## src/rtl/freq_gen_pkg.sv

```systemverilog
// Shared definitions for the programmable test-clock generator.
// Holds the duty scaling constants, the divider latency for the default
// period width, and the state encoding of the configuration apply flow.
package freq_gen_pkg;

  localparam int PERIOD_W_DEF = 32;

  // Duty is an integer percentage. Larger requests clamp to DUTY_MAX.
  localparam int         DUTY_MAX     = 100;
  localparam logic [6:0] DUTY_DIVISOR = 7'd100;

  // Cycles from configuration acceptance to the high-time quotient being ready.
  localparam int DIV_LAT = PERIOD_W_DEF + 8;

  // IDLE      : generator stopped, no pending settings
  // RUN       : generating, no pending settings
  // RUN_PEND  : generating, new non-zero period waits for the period boundary
  // STOP_PEND : generating, stop request waits for the period boundary
  typedef enum logic [1:0] {
    IDLE,
    RUN,
    RUN_PEND,
    STOP_PEND
  } state_t;

endpackage

```

## src/rtl/freq_gen_div.sv

```systemverilog
// Sequential unsigned restoring divider.
// Produces one quotient bit per cycle. done pulses for one cycle exactly
// STEPS+1 cycles after start is sampled, and quotient then holds until the
// next start.
// Ports:
//   clk, rst  : clock and synchronous active-high reset (control only)
//   start     : load dividend/divisor and begin dividing
//   dividend  : DVD_W-bit unsigned numerator
//   divisor   : DSR_W-bit unsigned denominator (non-zero)
//   done      : one-cycle pulse, quotient valid
//   quotient  : low QUO_W bits of the quotient
module freq_gen_div #(
  parameter int DVD_W = 39,
  parameter int DSR_W = 7,
  parameter int QUO_W = 32,
  parameter int STEPS = DVD_W
) (
  input  logic             clk,
  input  logic             rst,
  input  logic             start,
  input  logic [DVD_W-1:0] dividend,
  input  logic [DSR_W-1:0] divisor,
  output logic             done,
  output logic [QUO_W-1:0] quotient
);

  localparam int CNT_W = $clog2(STEPS + 1);

  logic             busy;
  logic [CNT_W-1:0] step;
  logic [DVD_W-1:0] quo;
  logic [DSR_W-1:0] rem;
  logic [DSR_W-1:0] dsr;
  logic [DSR_W:0]   shifted;
  logic [DSR_W+1:0] diff;

  // The dividend register doubles as the quotient register: each step shifts
  // one dividend bit into the partial remainder and one quotient bit in.
  always_comb begin
    shifted = {rem, quo[DVD_W-1]};
    diff    = {1'b0, shifted} - {2'b00, dsr};
  end

  always_ff @(posedge clk) begin
    if (rst) begin
      busy <= 1'b0;
      done <= 1'b0;
      step <= '0;
    end else begin
      done <= 1'b0;
      if (start) begin
        busy <= 1'b1;
        step <= '0;
      end else if (busy) begin
        if (step == CNT_W'(STEPS)) begin
          busy <= 1'b0;
          done <= 1'b1;
        end else begin
          step <= step + 1'b1;
        end
      end
    end
  end

  always_ff @(posedge clk) begin
    if (start) begin
      rem <= '0;
      quo <= dividend;
      dsr <= divisor;
    end else if (busy && (step != CNT_W'(STEPS))) begin
      quo <= {quo[DVD_W-2:0], ~diff[DSR_W+1]};
      if (!diff[DSR_W+1]) rem <= diff[DSR_W-1:0];
      else                rem <= shifted[DSR_W-1:0];
    end
  end

  assign quotient = quo[QUO_W-1:0];

endmodule

```

## src/rtl/freq_duty_gen.sv

```systemverilog
// Programmable test-clock generator.
// clk_out has a period of cfg_period sys_clk cycles and a high time of
// floor(period * duty / 100). New settings only take effect at a period
// boundary (or right away when idle), so clk_out never glitches.
// Optional feature: define FREQ_GEN_CYCLE_CNT_EN to add cyc_cnt, the count
// of completed generated periods since the last apply (saturating).
// Ports:
//   sys_clk, sys_rst : clock, synchronous active-high reset
//   cfg_valid/ready  : configuration handshake
//   cfg_period       : period in sys_clk cycles, 0 stops the generator
//   cfg_duty         : duty in percent, values above 100 clamp to 100
//   cfg_err          : one-cycle pulse when a period of 1 is rejected
//   clk_out          : generated clock (registered)
//   running          : generator active
//   period_start     : pulse on the first cycle of each generated period
//   cyc_cnt          : completed periods since last apply (optional)
module freq_duty_gen
  import freq_gen_pkg::*;
#(
  parameter int PERIOD_W = PERIOD_W_DEF,
  parameter int DUTY_W   = 8
) (
  input  logic                sys_clk,
  input  logic                sys_rst,
  input  logic                cfg_valid,
  output logic                cfg_ready,
  input  logic [PERIOD_W-1:0] cfg_period,
  input  logic [DUTY_W-1:0]   cfg_duty,
  output logic                cfg_err,
  output logic                clk_out,
  output logic                running,
`ifdef FREQ_GEN_CYCLE_CNT_EN
  output logic [31:0]         cyc_cnt,
`endif
  output logic                period_start
);

  localparam int PROD_W = PERIOD_W + 7;
  localparam int LAT    = DIV_LAT - PERIOD_W_DEF + PERIOD_W;

  function automatic logic [6:0] sat_duty(input logic [DUTY_W-1:0] d);
    if (d > DUTY_W'(DUTY_MAX)) return 7'(DUTY_MAX);
    return 7'(d);
  endfunction

  state_t              state, state_nxt;
  logic                accept, reject, div_start, at_end;
  logic                apply, capture, stop_now;
  logic [PERIOD_W-1:0] apply_period, apply_high;
  logic [PERIOD_W-1:0] req_period, pend_period, pend_high;
  logic [PERIOD_W-1:0] period_act, high_act, cnt;
  logic [PROD_W-1:0]   product;
  logic                div_done;
  logic [PERIOD_W-1:0] div_quo;

  assign accept    = cfg_valid && cfg_ready;
  assign reject    = accept && (cfg_period == PERIOD_W'(1));
  assign div_start = accept && !reject;
  assign at_end    = (cnt == period_act - 1'b1);
  assign product   = PROD_W'(cfg_period) * PROD_W'(sat_duty(cfg_duty));
  assign running   = (state != IDLE);

  freq_gen_div #(
    .DVD_W (PROD_W),
    .DSR_W (7),
    .QUO_W (PERIOD_W),
    .STEPS (LAT - 1)
  ) u_div (
    .clk      (sys_clk),
    .rst      (sys_rst),
    .start    (div_start),
    .dividend (product),
    .divisor  (DUTY_DIVISOR),
    .done     (div_done),
    .quotient (div_quo)
  );

  always_ff @(posedge sys_clk) begin
    if (sys_rst) state <= IDLE;
    else         state <= state_nxt;
  end

  // A finished divide applies at once when idle or already at the period
  // boundary; otherwise it is parked in the pending registers.
  always_comb begin
    state_nxt    = state;
    apply        = 1'b0;
    capture      = 1'b0;
    apply_period = req_period;
    apply_high   = div_quo;
    case (state)
      IDLE: begin
        if (div_done) begin
          apply     = 1'b1;
          state_nxt = (req_period != '0) ? RUN : IDLE;
        end
      end
      RUN: begin
        if (div_done) begin
          if (at_end) begin
            apply     = 1'b1;
            state_nxt = (req_period != '0) ? RUN : IDLE;
          end else begin
            capture   = 1'b1;
            state_nxt = (req_period != '0) ? RUN_PEND : STOP_PEND;
          end
        end
      end
      RUN_PEND, STOP_PEND: begin
        if (at_end) begin
          apply        = 1'b1;
          apply_period = pend_period;
          apply_high   = pend_high;
          state_nxt    = (state == RUN_PEND) ? RUN : IDLE;
        end
      end
      default: state_nxt = IDLE;
    endcase
    stop_now = apply && running && (apply_period == '0);
  end

  always_ff @(posedge sys_clk) begin
    if (sys_rst) begin
      cfg_ready    <= 1'b1;
      cfg_err      <= 1'b0;
      clk_out      <= 1'b0;
      period_start <= 1'b0;
      cnt          <= '0;
      period_act   <= '0;
      high_act     <= '0;
      req_period   <= '0;
      pend_period  <= '0;
      pend_high    <= '0;
    end else begin
      cfg_err <= reject;
      if (div_start) begin
        cfg_ready  <= 1'b0;
        req_period <= cfg_period;
      end else if (apply) begin
        cfg_ready <= 1'b1;
      end
      if (capture) begin
        pend_period <= req_period;
        pend_high   <= div_quo;
      end
      if (apply) begin
        period_act <= apply_period;
        high_act   <= apply_high;
        cnt        <= '0;
      end else if (running) begin
        cnt <= at_end ? '0 : cnt + 1'b1;
      end
      // Output stage: one cycle behind cnt; a stop silences it immediately.
      clk_out      <= running && !stop_now && (cnt < high_act);
      period_start <= running && !stop_now && (cnt == '0);
    end
  end

`ifdef FREQ_GEN_CYCLE_CNT_EN
  // The first period_start after an apply opens period one; each later one
  // closes a completed period.
  logic seen_start;
  always_ff @(posedge sys_clk) begin
    if (sys_rst || apply) begin
      cyc_cnt    <= '0;
      seen_start <= 1'b0;
    end else if (period_start) begin
      if (!seen_start)         seen_start <= 1'b1;
      else if (cyc_cnt != '1)  cyc_cnt    <= cyc_cnt + 1'b1;
    end
  end
`endif

endmodule

```

## config.mk

```make
export PLATFORM = sky130hd
export DESIGN_NAME = freq_duty_gen
export DESIGN_NICKNAME = d
export VERILOG_FILES = /design/src/rtl/freq_gen_pkg.sv /design/src/rtl/freq_gen_div.sv /design/src/rtl/freq_duty_gen.sv
export SDC_FILE = /design/constraint.sdc
export NUM_CORES = 1
export LEC_CHECK = 0
export BUFFER_PORTS_ARGS = -buffer_cell sky130_fd_sc_hd__buf_2
export CAP_MARGIN = 20
export CELL_PAD_IN_SITES_DETAIL_PLACEMENT = 0
export CELL_PAD_IN_SITES_GLOBAL_PLACEMENT = 1
export CORE_MARGIN = 2
export CORE_UTILIZATION = 49
export DETAILED_ROUTE_END_ITERATION = 12
export PLACE_DENSITY = 0.83
export SYNTH_ARGS = -nofsm -noshare
export SYNTH_HDL_FRONTEND = slang
export SYNTH_SLANG_ARGS = --single-unit
```

## constraint.sdc

```tcl
create_clock -name sys_clk -period 7.1 [get_ports sys_clk]
set_input_delay 0.71 -clock sys_clk [delete_from_list [all_inputs] [get_ports sys_clk]]
set_output_delay 0.71 -clock sys_clk [all_outputs]
set_load 0.1 [all_outputs]
```

==> parameters.txt <==
Parameter                              Value

Flow run
  Count of maximum capacitance violations    0

Global route
  Initial antenna violation count    0
  Pin count of the biggest net entering global routing    103
  Wire length of the first global-routing pass    80700 µm
  Aggregate global-route resource usage    24.2%
  Overall overflow remaining after global route    0
  Via count of the first global-routing pass    15084

Clock network
  Hold-fix buffers at CTS    0
  Library cell used as clock root buffer    clkbuf_16
  H-tree depth reported by CTS    1
  CTS tree    built
  Clock latency of the later-clocked register in the worst-skew pair    550 ps
  Cells resized by post-CTS repair    0
  Clock-pin slew on the worst setup and hold paths    60 ps
  Deepest clock path buffer count    3
  Inserted Clock Buffers    27
  TritonCTS sink count    252
  Post-CTS setup buffer count    0

Worst hold path
  Type of the worst min-delay path    flop to flop

Setup path
  Critical path launch point type    input pin
  Required time at the endpoint of the critical path    7390 ps
  CP most frequent cell    fa_1
  Cell breakdown of the critical path    buf_2 > o21ai_0 > nand2_1 > a31oi_4 > buf_12 > and2_0 > nand2_1 > fa_1 > fa_1 > inv_1 > fa_1 > inv_1 > fa_1 > inv_1 > ha_1 > a2111oi_0 > a211oi_1 > buf_4 > o211ai_1 > a21oi_1 > o41ai_1 > o311ai_0 > xor2_1 > mux2_2
  Data arrival time of the critical path    6810 ps
  Start-to-end type of the worst setup path    input pin to flop
  Slowest cell on crit path    fa_1
  Worst-path maximum fanout    92
  Crit path largest cell delay    540 ps
  Worst setup EP type    flop

Logic synthesis
  Syn Std Cell Area    19300 µm²
  Mux share of post-synthesis cell area    3.57%
  Arithmetic-cell share of the synthesized area counting full adders, half adders and majority gates    21.5%
  Fraction of the mapped netlist area in compound gates    13.5%
  Share of flip-flops with an asynchronous set or reset after synthesis    0%
  Instance count of the mapped netlist    2287
  Cell taking the most area after synthesis    dfxtp_1
  Post-synthesis simple-gate area fraction    21.9%
  Main combinational cell family by area after synthesis    simple AND/OR/NAND/NOR gates
  Number of synthesized flops with an enable pin    39
  Main area contributors after synthesis    dfxtp_1 22%, fa_1 15%, nand2_1 7.1%, edfxtp_1 6.1%, ha_1 6.0%
  Synth Net Count    2572
  Leading post-synthesis cells by instance count    367 x nand2_1, 213 x dfxtp_1, 211 x a21oi_1
  Top cell type's share of synthesized area    22.1%
  Sequential share of the synthesized area    28.2%
  Average cell area after synthesis    8.43 µm²
  Main flop type after synthesis    dfxtp_1
  Share of the synthesized netlist area taken by xor and xnor gates    4.91%
  Most repeated cell in the gate-level netlist after synthesis    nand2_1
  Synth warn    0
  Count of state elements after synthesis    252
  Cell variety after synth    75

Power
  Cell-internal power    3.38 mW
  Fraction of power spent switching nets    36.8%
  Peak supply drop    163 µV
  Leakage power figure    9.41 nW
  Power, Total    5.34 mW
  Power Dens Cells    256 nW/µm²
  Part of the power in combinational logic    39.7%
  Clock power frac    28.1%
  Switching power of the nets    1.96 mW
  Share of total power in sequential cells    32.1%

Timing
  Layout Skew    18.0 ps
  Clock period minus worst slack    6520 ps
  Maximum achievable frequency    153 MHz
  Final setup violation count    0
  Max-slew headroom    26.5%
  Smallest hold slack    452 ps
  Unrepaired setup endpoints after global routing    no
  Sum of negative setup slack    0 ps
  Worst-margin pin slew    1100 ps
  Portion of the clock cycle consumed by the worst path in the final layout    91.8%
  Final hold violation count    0
  Total count of max-transition violations in the final report    0

Detailed routing
  Number of iterations in the first detailed-routing pass    5
  DR WL/cell    17.8 µm
  Antenna violation net count after detailed routing    0
  Number of remaining DRC errors    0
  Final routed wirelength across all metal layers    49700 µm
  Vias per std cell    5.60
  Count of vias placed by the detailed router    15637
  Starting DRC count in detailed routing    1053

Layout
  Net total in the final layout    2538
  Share of cells above drive strength 1    6.29%
  Area growth, synth to finish    8.00%
  Antenna Cells    0

Run status
  Result of the run    completed

Die
  CORE AREA    38700 µm²
  Die Ht    202 µm
  # IOs    48
  Starting utilization of the core area    49.8%
  Site Rows    72
  Floorplan die area    40900 µm²
  Width of the die    202 µm

Placed design
  Final weighted congestion of routability-driven global placement    0.947
  Placed wire-length estimate    36700 µm
  Total of buffers placed on input and output ports    47
## cell type report
type	instances	area, µm²
fill	3629	17900
multi-input combinational	1717	12600
sequential	252	5440
clock buffer	31	711
inverter	185	694
tap	518	648
timing repair buffer	70	435
clock inverter	19	244
## metal layers
layer / GRT usage [%] / wire length, µm / vias up
met4: 5.97 / 875 / 0
met1: 35.7 / 23800 / 7487
met3: 2.56 / 2550 / 60
li1: - / - / 7694
met5: 0 / 0 / -
met2: 38.0 / 22500 / 396
## stage by stage
stage          instance area (µm²)  worst slack [ps]  util, %  cells
2_1_floorplan                19300               555        -   2287
3_3_place_gp                 19900              62.3     51.3   2742
3_5_place_dp                 19900              45.4     51.3   2742
4_1_cts                      20800               606     53.7   2792
5_1_grt                      20800               172     53.7   2792
6_report                     20800               581     53.7   2792
## cell families (layout without fill, tap and decap cells)
logic type / after synthesis / in the layout
and+or+nand+nor: 850 / 850
AOI/OAI and AO/OA: 452 / 452
buffers and inverters: 318 / 305
DFF: 252 / 252
adders and majority gates: 242 / 242
xor gates and xnor gates: 105 / 105
muxes: 68 / 68
## critical path, delay by kind of cell
kind / cells / cell delay (ps)
simple gates: 3 / 390
mux: 1 / 280
xor+xnor: 1 / 180
fa+ha+maj: 5 / 2290
compound gates: 8 / 2210
buf+inv: 6 / 730
## state kept, by name, indices dropped and copies added, names as in the netlist, 6 cells and up
| register | cells |
|---|---|
| pend_period | 32 |
| u_div.step | 6 |
| cnt | 32 |
| pend_high | 32 |
| u_div.rem | 7 |
| high_act | 32 |
| req_period | 32 |
| period_act | 32 |
| u_div.quo | 39 |
## power groups by stage
stage	sequential, mW	clock, mW	combinational (mW)
after global placement	1.74	0	2.07
after CTS	1.71	1.54	2.13
after global routing	1.73	1.59	2.44
final	1.71	1.50	2.12
after floorplan	1.70	0	1.64
after detailed placement	1.74	0	2.11
## placed cells by master (no fill, tap or decap), types with 9 or more instances in the layout
cell       Yosys  routed
or2_2         10       9
nor3_1        26      26
edfxtp_1      39      39
a21o_1        23      23
or4_1         10      10
buf_4          6      22
and2_1        62      62
and4_1         9       9
nand2_1      367     367
mux2i_1       65      65
dfxtp_1      213     213
buf_2         19      46
xnor2_1       46      46
clkbuf_16      0      27
xor2_1        57      57
and3_1        97      97
a21oi_1      211     211
ha_1          93      93
a31oi_1       11      10
nand4_1       34      34
nor2_1        91      90
nor2b_1       37      36
inv_1        184     184
fa_1         149     149
o21a_1        10      10
o21ai_0      110     110
o21ai_1       19      19
nor4_1        44      44
a211oi_1      10      10
nand2b_1      13      13
nand3_1       22      21
## final timing paths
check	start	endpoint	slack, ps	depth (start not counted)
setup reg to reg	period_act[0]$_SDFFE_PP0P_	period_act[10]$_SDFFE_PP0P_	2180	12
hold / removal	pend_high[19]$_SDFFE_PP0P_	pend_high[19]$_SDFFE_PP0P_	450	2
setup / recovery	cfg_duty[0]	u_div.quo[37]$_DFFE_PP_	580	24
hold reg to reg	pend_high[19]$_SDFFE_PP0P_	pend_high[19]$_SDFFE_PP0P_	450	2
No activity file was read; power rests on OpenSTA's default activity.
